--- config.mk ---
export PLATFORM = sky130hd
export DESIGN_NAME = tdc_phase_detector_flat
export DESIGN_NICKNAME = d
export VERILOG_FILES = /design/src/rtl/tdc_phase_detector_if.sv /design/src/rtl/tdc_phase_detector.sv /design/src/flat_wrapper.sv
export SDC_FILE = /design/constraint.sdc
export NUM_CORES = 1
export LEC_CHECK = 0
export ABC_CLOCK_PERIOD_IN_PS = 5200
export BUFFER_PORTS_ARGS = -buffer_cell sky130_fd_sc_hd__buf_2
export CAP_MARGIN = 20
export CORE_ASPECT_RATIO = 1.25
export CORE_UTILIZATION = 55
export CTS_BUF_LIST = sky130_fd_sc_hd__clkbuf_4 sky130_fd_sc_hd__clkbuf_8
export DETAILED_ROUTE_END_ITERATION = 8
export HOLD_SLACK_MARGIN = 0.15
export PLACE_DENSITY = 0.87
export SYNTH_ARGS = -nofsm -noshare
export SYNTH_HDL_FRONTEND = slang
export SYNTH_SLANG_ARGS = --single-unit
--- constraint.sdc ---
create_clock -name clk -period 5.2 [get_ports clk]
set_clock_uncertainty 0.15 [all_clocks]
set_input_delay 1.3 -clock clk [delete_from_list [all_inputs] [get_ports clk]]
set_output_delay 1.3 -clock clk [all_outputs]
set_load 0.05 [all_outputs]
--- src/rtl/tdc_phase_detector_if.sv ---
// tdc_phase_detector_if: phase error stream from the detector to the PLL loop filter
//   phase_valid  one-cycle pulse, new phase_err available
//   phase_err    signed error, held between pulses
//   timeout      pulses with phase_valid when the measurement timed out
//   locked       lock indicator (0 when lock detection is not built)
interface tdc_phase_detector_if #(
    parameter int ERR_W = 18
) ();
    logic             phase_valid;
    logic [ERR_W-1:0] phase_err;
    logic             timeout;
    logic             locked;

    modport master (output phase_valid, phase_err, timeout, locked);
    modport slave  (input  phase_valid, phase_err, timeout, locked);
endinterface

--- src/rtl/tdc_phase_detector.sv ---
// tdc_phase_detector: counter-based phase/frequency detector feeding the PLL loop filter
//   clk     system clock
//   rst_n   asynchronous active-low reset
//   ena     detector enable; low aborts any measurement and clears lock
//   ref_in  reference clock, asynchronous to clk
//   fb_in   divided DCO feedback, asynchronous to clk
//   pd      phase stream (phase_valid, phase_err, timeout, locked)
// Positive phase_err: fb lags ref. Lock detection is built only with PD_LOCK_DET_EN defined.
module tdc_phase_detector #(
    parameter int ERR_W       = 18,
    parameter int GAIN_SH     = 4,
    parameter int TIMEOUT_CYC = 4096,
    parameter int LOCK_TOL    = 32,
    parameter int LOCK_CNT    = 16
) (
    input  logic                 clk,
    input  logic                 rst_n,
    input  logic                 ena,
    input  logic                 ref_in,
    input  logic                 fb_in,
    tdc_phase_detector_if.master pd
);
    localparam int CNT_W = $clog2(TIMEOUT_CYC + 1);
    localparam int PW    = CNT_W + GAIN_SH;
    localparam int MW    = (PW > ERR_W) ? PW : ERR_W;
    localparam logic [ERR_W-1:0] ERR_MAX = {1'b0, {(ERR_W-1){1'b1}}};
    localparam logic [CNT_W-1:0] CNT_TO  = CNT_W'(TIMEOUT_CYC);

    if (ERR_W < 2 || TIMEOUT_CYC < 1 || LOCK_TOL < 0 || LOCK_CNT < 1) begin : g_param_chk
        $error("tdc_phase_detector: invalid parameters");
    end

    typedef enum logic [1:0] {IDLE, REF_LEAD, FB_LEAD} state_t;

    state_t           state;
    logic [CNT_W-1:0] cnt;
    logic [2:0]       ref_s, fb_s;
    logic             ref_rise, fb_rise;
    logic [MW-1:0]    prod;
    logic [ERR_W-1:0] mag, ee, err_q;
    logic             ev, et, pv_q, to_q, lock_q;

    // [0],[1] synchroniser, [2] edge-detect delay; identical on both inputs so latency cancels
    always_ff @(posedge clk or negedge rst_n) begin
        if (!rst_n) begin
            ref_s <= '0;
            fb_s  <= '0;
        end else begin
            ref_s <= {ref_s[1:0], ref_in};
            fb_s  <= {fb_s[1:0], fb_in};
        end
    end

    assign ref_rise = ref_s[1] & ~ref_s[2];
    assign fb_rise  = fb_s[1] & ~fb_s[2];

    // Scaling is done wide enough that it can never overflow before saturation
    assign prod = MW'(cnt) << GAIN_SH;
    assign mag  = (prod > MW'(ERR_MAX)) ? ERR_MAX : prod[ERR_W-1:0];

    // Emit decode for the current cycle; registered below
    always_comb begin
        ev = 1'b0;
        ee = '0;
        et = 1'b0;
        if (ena) begin
            case (state)
                IDLE: ev = ref_rise & fb_rise;
                REF_LEAD: begin
                    ev = fb_rise | ref_rise | (cnt == CNT_TO);
                    ee = fb_rise ? mag : ERR_MAX;
                    et = ~fb_rise & ~ref_rise & (cnt == CNT_TO);
                end
                FB_LEAD: begin
                    ev = ref_rise | fb_rise | (cnt == CNT_TO);
                    ee = ref_rise ? -mag : -ERR_MAX;
                    et = ~ref_rise & ~fb_rise & (cnt == CNT_TO);
                end
                default: ;
            endcase
        end
    end

    always_ff @(posedge clk or negedge rst_n) begin
        if (!rst_n) begin
            state <= IDLE;
            cnt   <= '0;
            pv_q  <= 1'b0;
            to_q  <= 1'b0;
            err_q <= '0;
        end else begin
            pv_q <= ev;
            to_q <= et;
            if (ev)
                err_q <= ee;
            if (!ena) begin
                state <= IDLE;
                cnt   <= '0;
            end else begin
                case (state)
                    IDLE: begin
                        state <= (ref_rise & ~fb_rise) ? REF_LEAD : (fb_rise & ~ref_rise) ? FB_LEAD : IDLE;
                        cnt   <= CNT_W'(ref_rise ^ fb_rise);
                    end
                    // A new leading edge (alone or with the closing edge) restarts the count
                    REF_LEAD: begin
                        if (ref_rise)
                            cnt <= CNT_W'(1);
                        else if (fb_rise || cnt == CNT_TO) begin
                            state <= IDLE;
                            cnt   <= '0;
                        end else
                            cnt <= cnt + 1'b1;
                    end
                    FB_LEAD: begin
                        if (fb_rise)
                            cnt <= CNT_W'(1);
                        else if (ref_rise || cnt == CNT_TO) begin
                            state <= IDLE;
                            cnt   <= '0;
                        end else
                            cnt <= cnt + 1'b1;
                    end
                    default: begin
                        state <= IDLE;
                        cnt   <= '0;
                    end
                endcase
            end
        end
    end

`ifdef PD_LOCK_DET_EN
    localparam int LW = $clog2(LOCK_CNT + 1);
    localparam logic [LW-1:0] LCNT = LW'(LOCK_CNT);

    logic [LW-1:0]    lock_cnt;
    logic [ERR_W-1:0] abs_e;
    logic             in_win;

    assign abs_e  = ee[ERR_W-1] ? -ee : ee;
    assign in_win = (abs_e <= ERR_W'(LOCK_TOL)) & ~et;

    // Evaluated on the emit decode so locked rises together with the qualifying pulse
    always_ff @(posedge clk or negedge rst_n) begin
        if (!rst_n) begin
            lock_cnt <= '0;
            lock_q   <= 1'b0;
        end else if (!ena) begin
            lock_cnt <= '0;
            lock_q   <= 1'b0;
        end else if (ev) begin
            if (in_win) begin
                lock_cnt <= (lock_cnt == LCNT) ? lock_cnt : lock_cnt + 1'b1;
                lock_q   <= lock_cnt >= LCNT - 1'b1;
            end else begin
                lock_cnt <= '0;
                lock_q   <= 1'b0;
            end
        end
    end
`else
    assign lock_q = 1'b0;
`endif

    assign pd.phase_valid = pv_q;
    assign pd.phase_err   = err_q;
    assign pd.timeout     = to_q;
    assign pd.locked      = lock_q;
endmodule
--- src/flat_wrapper.sv ---
// flat-port wrapper written by rule: the top's interface ports become plain ports
module tdc_phase_detector_flat 
#(
    parameter int ERR_W       = 18,
    parameter int GAIN_SH     = 4,
    parameter int TIMEOUT_CYC = 4096,
    parameter int LOCK_TOL    = 32,
    parameter int LOCK_CNT    = 16
)
  (clk, rst_n, ena, ref_in, fb_in, pd_phase_valid, pd_phase_err, pd_timeout, pd_locked);
  tdc_phase_detector_if #(.ERR_W(ERR_W)) pd_i ();
  input  logic clk;
  input  logic rst_n;
  input  logic ena;
  input  logic ref_in;
  input  logic fb_in;
  output wire logic [$bits(pd_i.phase_valid)-1:0] pd_phase_valid;
  output wire logic [$bits(pd_i.phase_err)-1:0] pd_phase_err;
  output wire logic [$bits(pd_i.timeout)-1:0] pd_timeout;
  output wire logic [$bits(pd_i.locked)-1:0] pd_locked;
  assign pd_phase_valid = pd_i.phase_valid;
  assign pd_phase_err = pd_i.phase_err;
  assign pd_timeout = pd_i.timeout;
  assign pd_locked = pd_i.locked;
  tdc_phase_detector #(.ERR_W(ERR_W), .GAIN_SH(GAIN_SH), .TIMEOUT_CYC(TIMEOUT_CYC), .LOCK_TOL(LOCK_TOL), .LOCK_CNT(LOCK_CNT)) u_core (.clk(clk), .rst_n(rst_n), .ena(ena), .ref_in(ref_in), .fb_in(fb_in), .pd(pd_i));
endmodule
Yosys cells after proc, flatten, opt, wreduce, memory -nomap -nowiden:

Index checks and enable logic that the tools add are counted.
Widths: inputs -> output; s select.

* register bits after elaboration: 41
* latch bits: 0
* memory bits (writable): 0
* memory bits (read-only): 0
* bits of input ports: 5
* output and inout port bits: 21
* logic and storage cells: 59
* memories kept: 0

* add/sub/neg operators: 2
* multiply operators: 0
* div/mod/pow operators: 0
* order comparisons: 1
* equality and inequality tests: 7
* shift-type cells: 0
* mux-type cells: 23
* bitwise gates (word level): 14
* reductions and logical operators: 5

Operators by type and width (number)
* $mux 13: 5
* $mux 18: 3
* $pmux 13 s3: 1
* $pmux 18 s2: 1
* $neg 18->18: 1
* $gt 17x17->1 const B: 1
* $mux 17: 1
* $mux 2: 7
* $add 13x1->13 const B: 1
* $eq 13x13->1 const B: 1
* $and 1x1->1: 7
* $ne 3x2->1 const B: 2
* $ne 3x3->1 const B: 2
* $pmux 2 s3: 1
* $not 1->1: 4
* $reduce_and 4->1: 1
* $mux 1: 3
* $eq 2x1->1 const B: 1
* $eq 2x2->1 const B: 1
* $logic_not 2->1: 1
* $logic_or 1x1->1: 2
* $or 1x1->1: 2
* $pmux 1 s2: 1
* $reduce_or 2->1: 1
* $xor 1x1->1: 1

Depth between registers and ports, before layout:

Gate-level depths: netlist (run 1).

* depth in word-level cells: 8
* depth in mapped cells: 10
* mapped depth without buffers: 7

Least setup slack after synthesis (run 1):

No wires, ideal clock.

* kind: register to output
* start: register u_core.pd.phase_err[3] (netlist name)
* end: output port pd_phase_err[2]
* data arrival time: 0.922 ns
* data required time: 3.750 ns
* path slack: 2.828 ns
* stages on the path, launching flop included: 2
* path buffers: 1
* path through: dfrtp_1 buf_4

RTL lines
* to (decl): RTL line flat_wrapper.sv:18 `output wire logic [$bits(pd_i.phase_err)-1:0] pd_phase_err;`

Final worst setup path (run 1):

* start: register u_core.cnt[0]
* end: register u_core.err_q[16], in the netlist u_core.pd.phase_err[16]

* word-level cells in the longest chain between the ends: 6
* elaborated cells on any way between the ends: 11
* classes of those cells: add/sub (1); order compare (1); eq/ne (1); mux (7); bitwise (1)

Ends and longest elaborated chain
* from (decl): RTL line tdc_phase_detector.sv:36 `logic [CNT_W-1:0] cnt;`
* from (signal assigned): RTL line tdc_phase_detector.sv:103 `cnt <= CNT_W'(ref_rise ^ fb_rise);`
* from (signal assigned): RTL line tdc_phase_detector.sv:113 `cnt <= cnt + 1'b1;`
* from (signal assigned): RTL line tdc_phase_detector.sv:122 `cnt <= cnt + 1'b1;`
* $gt 17x17->1: RTL line tdc_phase_detector.sv:59 `assign mag = (prod > MW'(ERR_MAX)) ? ERR_MAX : prod[ERR_W-1:0];`
* $mux 17: RTL line tdc_phase_detector.sv:59
* $neg 18->18: RTL line tdc_phase_detector.sv:76 `ee = ref_rise ? -mag : -ERR_MAX;`
* $mux 18: RTL line tdc_phase_detector.sv:76
* $pmux 18 s2: RTL line tdc_phase_detector.sv:67 `case (state)`
* $mux 18: RTL line tdc_phase_detector.sv:66 `if (ena) begin`
* to (signal assigned): RTL line tdc_phase_detector.sv:90 `err_q <= '0;`
* to (signal assigned): RTL line tdc_phase_detector.sv:95 `err_q <= ee;`
* to (decl): RTL line tdc_phase_detector.sv:40 `logic [ERR_W-1:0] mag, ee, err_q;`

Parallel ways exist; a longest one is shown, timed or not.
A chain may end at the register's enable or synchronous reset.

==> results of run 1 <==
-- flip-flops by register name, indices dropped and copies added, names as in the netlist --
register and cells:
u_core.ref_s 3, u_core.pd.timeout 1, u_core.pd.phase_err 16, u_core.cnt 13, u_core.state 2, u_core.pd.phase_valid 1
u_core.fb_s 3
-- how the worst min path moves through the flow --
stage / cells after the start / from / slack, ns / to
after global routing: 0 / u_core.fb_s[0]$_DFF_PN0_ / 0.22 / u_core.fb_s[1]$_DFF_PN0_
final: 0 / u_core.fb_s[0]$_DFF_PN0_ / 0.20 / u_core.fb_s[1]$_DFF_PN0_
after global placement: 0 / u_core.ref_s[0]$_DFF_PN0_ / 0.18 / u_core.ref_s[1]$_DFF_PN0_
after floorplan: 0 / u_core.fb_s[0]$_DFF_PN0_ / 0.18 / u_core.fb_s[1]$_DFF_PN0_
after detailed placement: 0 / u_core.ref_s[0]$_DFF_PN0_ / 0.19 / u_core.ref_s[1]$_DFF_PN0_
after CTS: 0 / u_core.ref_s[0]$_DFF_PN0_ / 0.20 / u_core.ref_s[1]$_DFF_PN0_
-- layer usage --
metal	GRT usage	share of wire	vias up
li1	-	-	841
met1	0.265	0.45	797
met3	0.0475	0.043	11
met5	0	0	-
met4	0.0952	0.022	0
met2	0.345	0.48	60
-- worst max-delay path, stage by stage (launching register included) --
cell,delay (ns)
dfrtp_1,0.50
inv_1,0.13
ha_1,0.20
nor3b_4,0.41
nand4_4,0.18
a211o_1,0.61
nor2_4,0.28
a22o_1,0.16
-- Yosys cell counts, types with 3 or more instances --
library cell  count
xor2_1            5
clkbuf_1          7
inv_1            11
a22o_1           10
nand3_1           9
nand4_1           3
buf_4             4
ha_1             10
nor3_1            9
nor2_1           21
nand2b_1          4
xnor2_1          10
and3_1            3
a21oi_1           6
and2_1            3
nand2_1          20
o21ai_0          16
dfrtp_1          39
o21ai_1           5
buf_2             4
o211ai_1          3
-- layout make-up --
class                   count  area, um^2
fillers                   313        1410
multi-input cells         167        1120
flip-flops and latches     39         976
repair buffers             24         120
clock buffers               5        68.8
well taps                  54        67.6
clock inverters             3        43.8
inverters                  11        41.3
-- power by group through the flow --
stage / registers, uW / clock network [uW] / logic [uW]
detailed placement: 333 / 0 / 129
global route: 329 / 268 / 140
finish: 326 / 247 / 129
floorplan: 367 / 0 / 68.9
CTS: 327 / 252 / 129
global placement: 332 / 0 / 126
-- logic make-up after synthesis --
family	share of synthesized area
xor+xnor	0.0586
compound gates	0.160
other cells	0.00167
simple gates	0.213
buf+inv	0.0664
fa+ha+maj	0.0558
mux	0.00893
flops	0.436
-- metrics by stage --
| step | total power, uW | setup slack [ns] | instance area, um^2 | hold slack, ns |
|---|---|---|---|---|
| global placement | 458 | 2.45 | 2320 | 0.182 |
| floorplan | 436 | 2.83 | 2240 | 0.181 |
| finish | 702 | 2.52 | 2430 | 0.202 |
| CTS | 708 | 2.52 | 2430 | 0.204 |
| global route | 737 | 2.31 | 2430 | 0.220 |
| detailed placement | 462 | 2.40 | 2320 | 0.186 |
==> reports/results.txt, run 1 <==
Status = completed
Crit path max fanout = 27
Chip height = 73.4 um
Max cap viols = 0
Internal power = 494 uW
N_diodes = 0
WL/cell = 13.5 um
Post-synth EDFFs = 0
Cell taking the most area after synthesis = dfrtp_1
Clk slew on worst S/H paths = 0.07 ns
Seq/Total Area, Yosys = 0.436
Clock power frac = 0.352
Rows = 25
Setup TNS = 0 ns
Area share of the largest cell type after synthesis = 0.436
Via/cell ratio = 5.64
Placer Congestion = 0.853
Asr flop ratio synth = 1.00
Top cells by area, synth = dfrtp_1 44%, ha_1 5.6%, a22o_1 3.9%, xnor2_1 3.9%, o21ai_0 3.6%
CTS tree = done
Flops & latches, synth = 39
Worst min path class = reg -> reg
Pin count of the biggest net entering global routing = 40
Vias in the first global route = 1490
Post_cts resized = 0
Commonest non-fill, non-tap cell in the layout = dfrtp_1
CP endpoint kind = flip-flop
Synth Cell Area = 2240 um^2
Core Footprint = 3850 um^2
F_max = 373 MHz
Clock sink count = 39
Total number of vias = 1709
R2r worst-path depth = 7
Most frequent cells in the layout = 39 x dfrtp_1, 24 x buf_2, 21 x nor2_1
Remaining Overflow, GRT = 0
Share of layout cells above drive strength 1 = 0.161
Clock root buffer = clkbuf_8
Synth Net Count = 251
Initial core utilization = 0.582
Sw Pwr = 209 uW
H-tree Lvls = 2
Max IR drop VDD = 0.135 mV
Cell variety after synth = 49
Synth-to-Final Area Change = 8.60%
Finished Layout Cells = 303
GRT Util Overall = 0.211
Switching Share = 0.297
Power per Cell Area = 289 nW/um^2
Layout net count = 263
Hold-fix buffers, CTS = 0
Main synth FF type = dfrtp_1
Post-placement cell count = 295
Critical Path RT = 5.28 ns
Max Root-Sink Buffers = 2
R2r startpoint = u_core.cnt[0]$_DFF_PN0_
Post-DRT Antenna Nets = 0
Rel. slew slack = 0.442
Leakage power = 0.00112 uW
Synth warnings = 0
Flop2flop setup slack = 2.52 ns
First-pass GRT wire length = 6900 um
Final Hold Viols = 0
Setup-failing EPs final = 0
FF-to-FF End = u_core.pd.phase_err[16]$_DFFE_PN0P_
Worst setup startpoint = u_core.cnt[0]$_DFF_PN0_
I/O Buffers = 24
Die footprint = 4340 um^2
Post-CTS setup buffers = 0
Estimated wirelength of the detail-placed design = 2930 um
RSZ-0062 raised after global routing = false
Max-slew violations = 0
Die width = 59.1 um
Post-route DRC = 0
Worst Path Arrival = 2.76 ns
Worst-Skew Late Latency = 0.29 ns
CP Class = reg -> reg
Syn Area/Cell = 9.50 um^2
DRT Pass-1 Iters = 5
Tcrit/Tclk final = 0.516
Drt initial violations = 93
Tmin final = 2.68 ns
CP Launch Type = flip-flop
Combinational share of power = 0.184
TritonCTS buffer count = 5
Initial antenna violation count = 0
Synth Instances = 236
Worst slew pin tran = 0.837 ns
Sequential fraction of design power = 0.465
CP endpoint = u_core.pd.phase_err[16]$_DFFE_PN0P_
Layout Utilization = 0.633
Routed wire length = 4100 um
Io pins = 26
Note: power is estimated with default switching activity, not from simulation.
==> run 2, diff against run 1 <==
Settings changed: ABC_CLOCK_PERIOD_IN_PS 5200 to 2400, CORE_UTILIZATION 55 to 54, PLACE_DENSITY 0.87 to 0.89.
Clock period 5.2 ns to 2.4 ns, I/O delays scaled along.
==> run 2 against run 1 <==
Design area is 0.46% higher. Final cell count rose by 1.3%. Register-to-register slack worse by 2.4 ns. Die area increased by 1.8%. Sequential cell count unchanged. Combinational power rose by 130%. Sequential share of layout area down 0.18 points. Critical path type unchanged. Largest cell class unchanged.
==> reports/results.txt, run 2 (synthesis gave the netlist of run 1 again) <==
Post-route DRC = 0 (unchanged)
CP top delay family = compound AO/OA/AOI/OAI gates
Setup-failing EPs final = 0 (unchanged)
N_diodes = 0 (unchanged)
Hold-fix buffers, CTS = 0 (unchanged)
I/O Buffers = 24 (unchanged)
Synth-to-Final Area Change = 9.10%
Sequential fraction of design power = 0.504 (+0.039)
R2r startpoint = u_core.fb_s[1]$_DFF_PN0_
Share of layout cells above drive strength 1 = 0.178 (+0.0172)
Most Used Layer, Global Route = met2
Tmin final = 2.25 ns (-0.429 ns)
Commonest non-fill, non-tap cell in the layout = dfrtp_1
Hold slack = 0.197 ns (-0.00537 ns)
Sw Pwr = 424 uW (+100%)
First-pass GRT wire length = 7070 um (+2.5%)
Vias in the first global route = 1589 (+6.6%)
Hold Crit Depth = 0 (unchanged)
Post_cts resized = 0 (unchanged)
Estimated wirelength of the detail-placed design = 3160 um (+7.8%)
Io pins = 26 (unchanged)
CP Launch Type = flip-flop
Pin count of the biggest net entering global routing = 40 (unchanged)
Internal power = 973 uW (+97%)
TritonCTS buffer count = 5 (unchanged)
Post-placement cell count = 301 (+2.0%)
RSZ-0062 raised after global routing = false
Combinational share of power = 0.209 (+0.025)
CP max-delay cell = dfrtp_1
Crit path max fanout = 27 (unchanged)
Total number of vias = 1733 (+1.4%)
Core Footprint = 3880 um^2 (+0.81%)
Rows = 25 (unchanged)
Final Hold Viols = 0 (unchanged)
Finished Layout Cells = 307 (+1.3%)
Worst slew pin tran = 0.810 ns (-0.0264 ns)
CP Class = reg -> reg
Clock root buffer = clkbuf_8
Clk slew on worst S/H paths = 0.06 ns (about the same)
Max FFs per register = 16 (unchanged)
Leakage power = 0.00113 uW (+1.2%)
Tcrit/Tclk final = 0.939 (+0.423)
FF-to-FF End = u_core.pd.phase_err[16]$_DFFE_PN0P_
Worst Path Arrival = 2.27 ns (-0.49 ns)
Layout net count = 269 (+2.3%)
Max cap viols = 0 (unchanged)
Hold Path End = u_core.ref_s[1]$_DFF_PN0_
Switching Share = 0.304 (+0.00639)
Max IR drop VDD = 0.248 mV (+84%)
Placer Congestion = 0.830 (-2.7%)
Critical Path RT = 2.42 ns (-2.86 ns)
CP endpoint kind = flip-flop
DRT Pass-1 Iters = 4 (-1)
Setup TNS = 0 ns (unchanged)
Die width = 59.6 um (+0.90%)
H-tree Lvls = 2 (unchanged)
Crit-path cells = nand2b_1 > inv_1 > ha_1 > a21boi_0 > a211o_1 > buf_4 > nor2_4 > a22o_1
Initial antenna violation count = 0 (unchanged)
R2r worst-path depth = 8 (+1)
Post-DRT Antenna Nets = 0 (unchanged)
Clock sink count = 39 (unchanged)
GRT Util Overall = 0.213 (+0.00176)
Max-slew violations = 0 (unchanged)
Met1 Use GR = 0.244 (-0.0201)
WL/cell = 14.0 um (+3.4%)
Chip height = 74.0 um (+0.90%)
F_max = 444 MHz (+19%)
Initial core utilization = 0.578 (-0.00470)
Critical path buffers and inverters = 2 (+1)
Post-CTS setup buffers = 0 (unchanged)
Met2 GRT Util = 0.370 (+0.0248)
Flop2flop setup slack = 0.15 ns (-2.37 ns)
Drt initial violations = 140 (+51%)
Max Root-Sink Buffers = 2 (unchanged)
Worst path max stage delay = 0.38 ns (-0.23 ns)
Hold_sp = u_core.ref_s[0]$_DFF_PN0_
Rel. slew slack = 0.460 (+0.0176)
CTS tree = done
Most frequent cells in the layout = 39 x dfrtp_1, 24 x buf_2, 21 x nor2_1
Die footprint = 4410 um^2 (+1.8%)
Clock power frac = 0.286 (-0.066)
Routing usage on met3 = 0.0557 (+0.00812)
Status = completed
Power per Cell Area = 572 nW/um^2 (+98%)
Routed wire length = 4300 um (+4.8%)
Remaining Overflow, GRT = 0 (unchanged)
Worst-Skew Late Latency = 0.29 ns (about the same)
Via/cell ratio = 5.64 (about the same)
Worst min path class = reg -> reg
-- run 2: metal layers --
metal	vias up	wire length (um)
li1	845	-
met1	825	1800
met2	53	2210
met3	10	195
met4	0	90
met5	-	0
-- run 2: power groups by stage --
stage / combinational (uW) / sequential, uW / clock (uW)
floorplan: 149 / 796 / 0
global placement: 286 / 715 / 0
detailed placement: 292 / 718 / 0
CTS: 294 / 705 / 407
global route: 318 / 708 / 439
finish: 293 / 705 / 400
-- run 2: final cells by class --
class | count | area (um^2)
Inverter | 11 | 41.3
Fill cell | 329 | 1430
Clock buffer | 6 | 76.3
Sequential cell | 39 | 976
Tap cell | 54 | 67.6
Multi-Input combinational cell | 167 | 1120
Timing Repair Buffer | 30 | 165
-- run 2: worst max-delay path by stage --
stage | from | endpoint | depth (start not counted)
finish | u_core.fb_s[1]$_DFF_PN0_ | u_core.pd.phase_err[16]$_DFFE_PN0P_ | 8
global route | u_core.fb_s[1]$_DFF_PN0_ | u_core.pd.phase_err[16]$_DFFE_PN0P_ | 8
CTS | u_core.ref_s[1]$_DFF_PN0_ | u_core.pd.phase_err[16]$_DFFE_PN0P_ | 8
detailed placement | u_core.ref_s[1]$_DFF_PN0_ | u_core.pd.phase_err[16]$_DFFE_PN0P_ | 8
global placement | u_core.ref_s[1]$_DFF_PN0_ | u_core.pd.phase_err[12]$_DFFE_PN0P_ | 8
floorplan | u_core.cnt[0]$_DFF_PN0_ | u_core.pd.phase_err[12]$_DFFE_PN0P_ | 9
-- run 2: through the flow --
stage	utilization	area [um^2]	setup slack, ns	power [uW]
floorplan	-	2240	0.113	945
global placement	0.610	2370	0.290	1000
detailed placement	0.610	2370	0.167	1010
CTS	0.630	2440	0.136	1410
global route	0.630	2440	0.00351	1470
finish	0.630	2440	0.146	1400
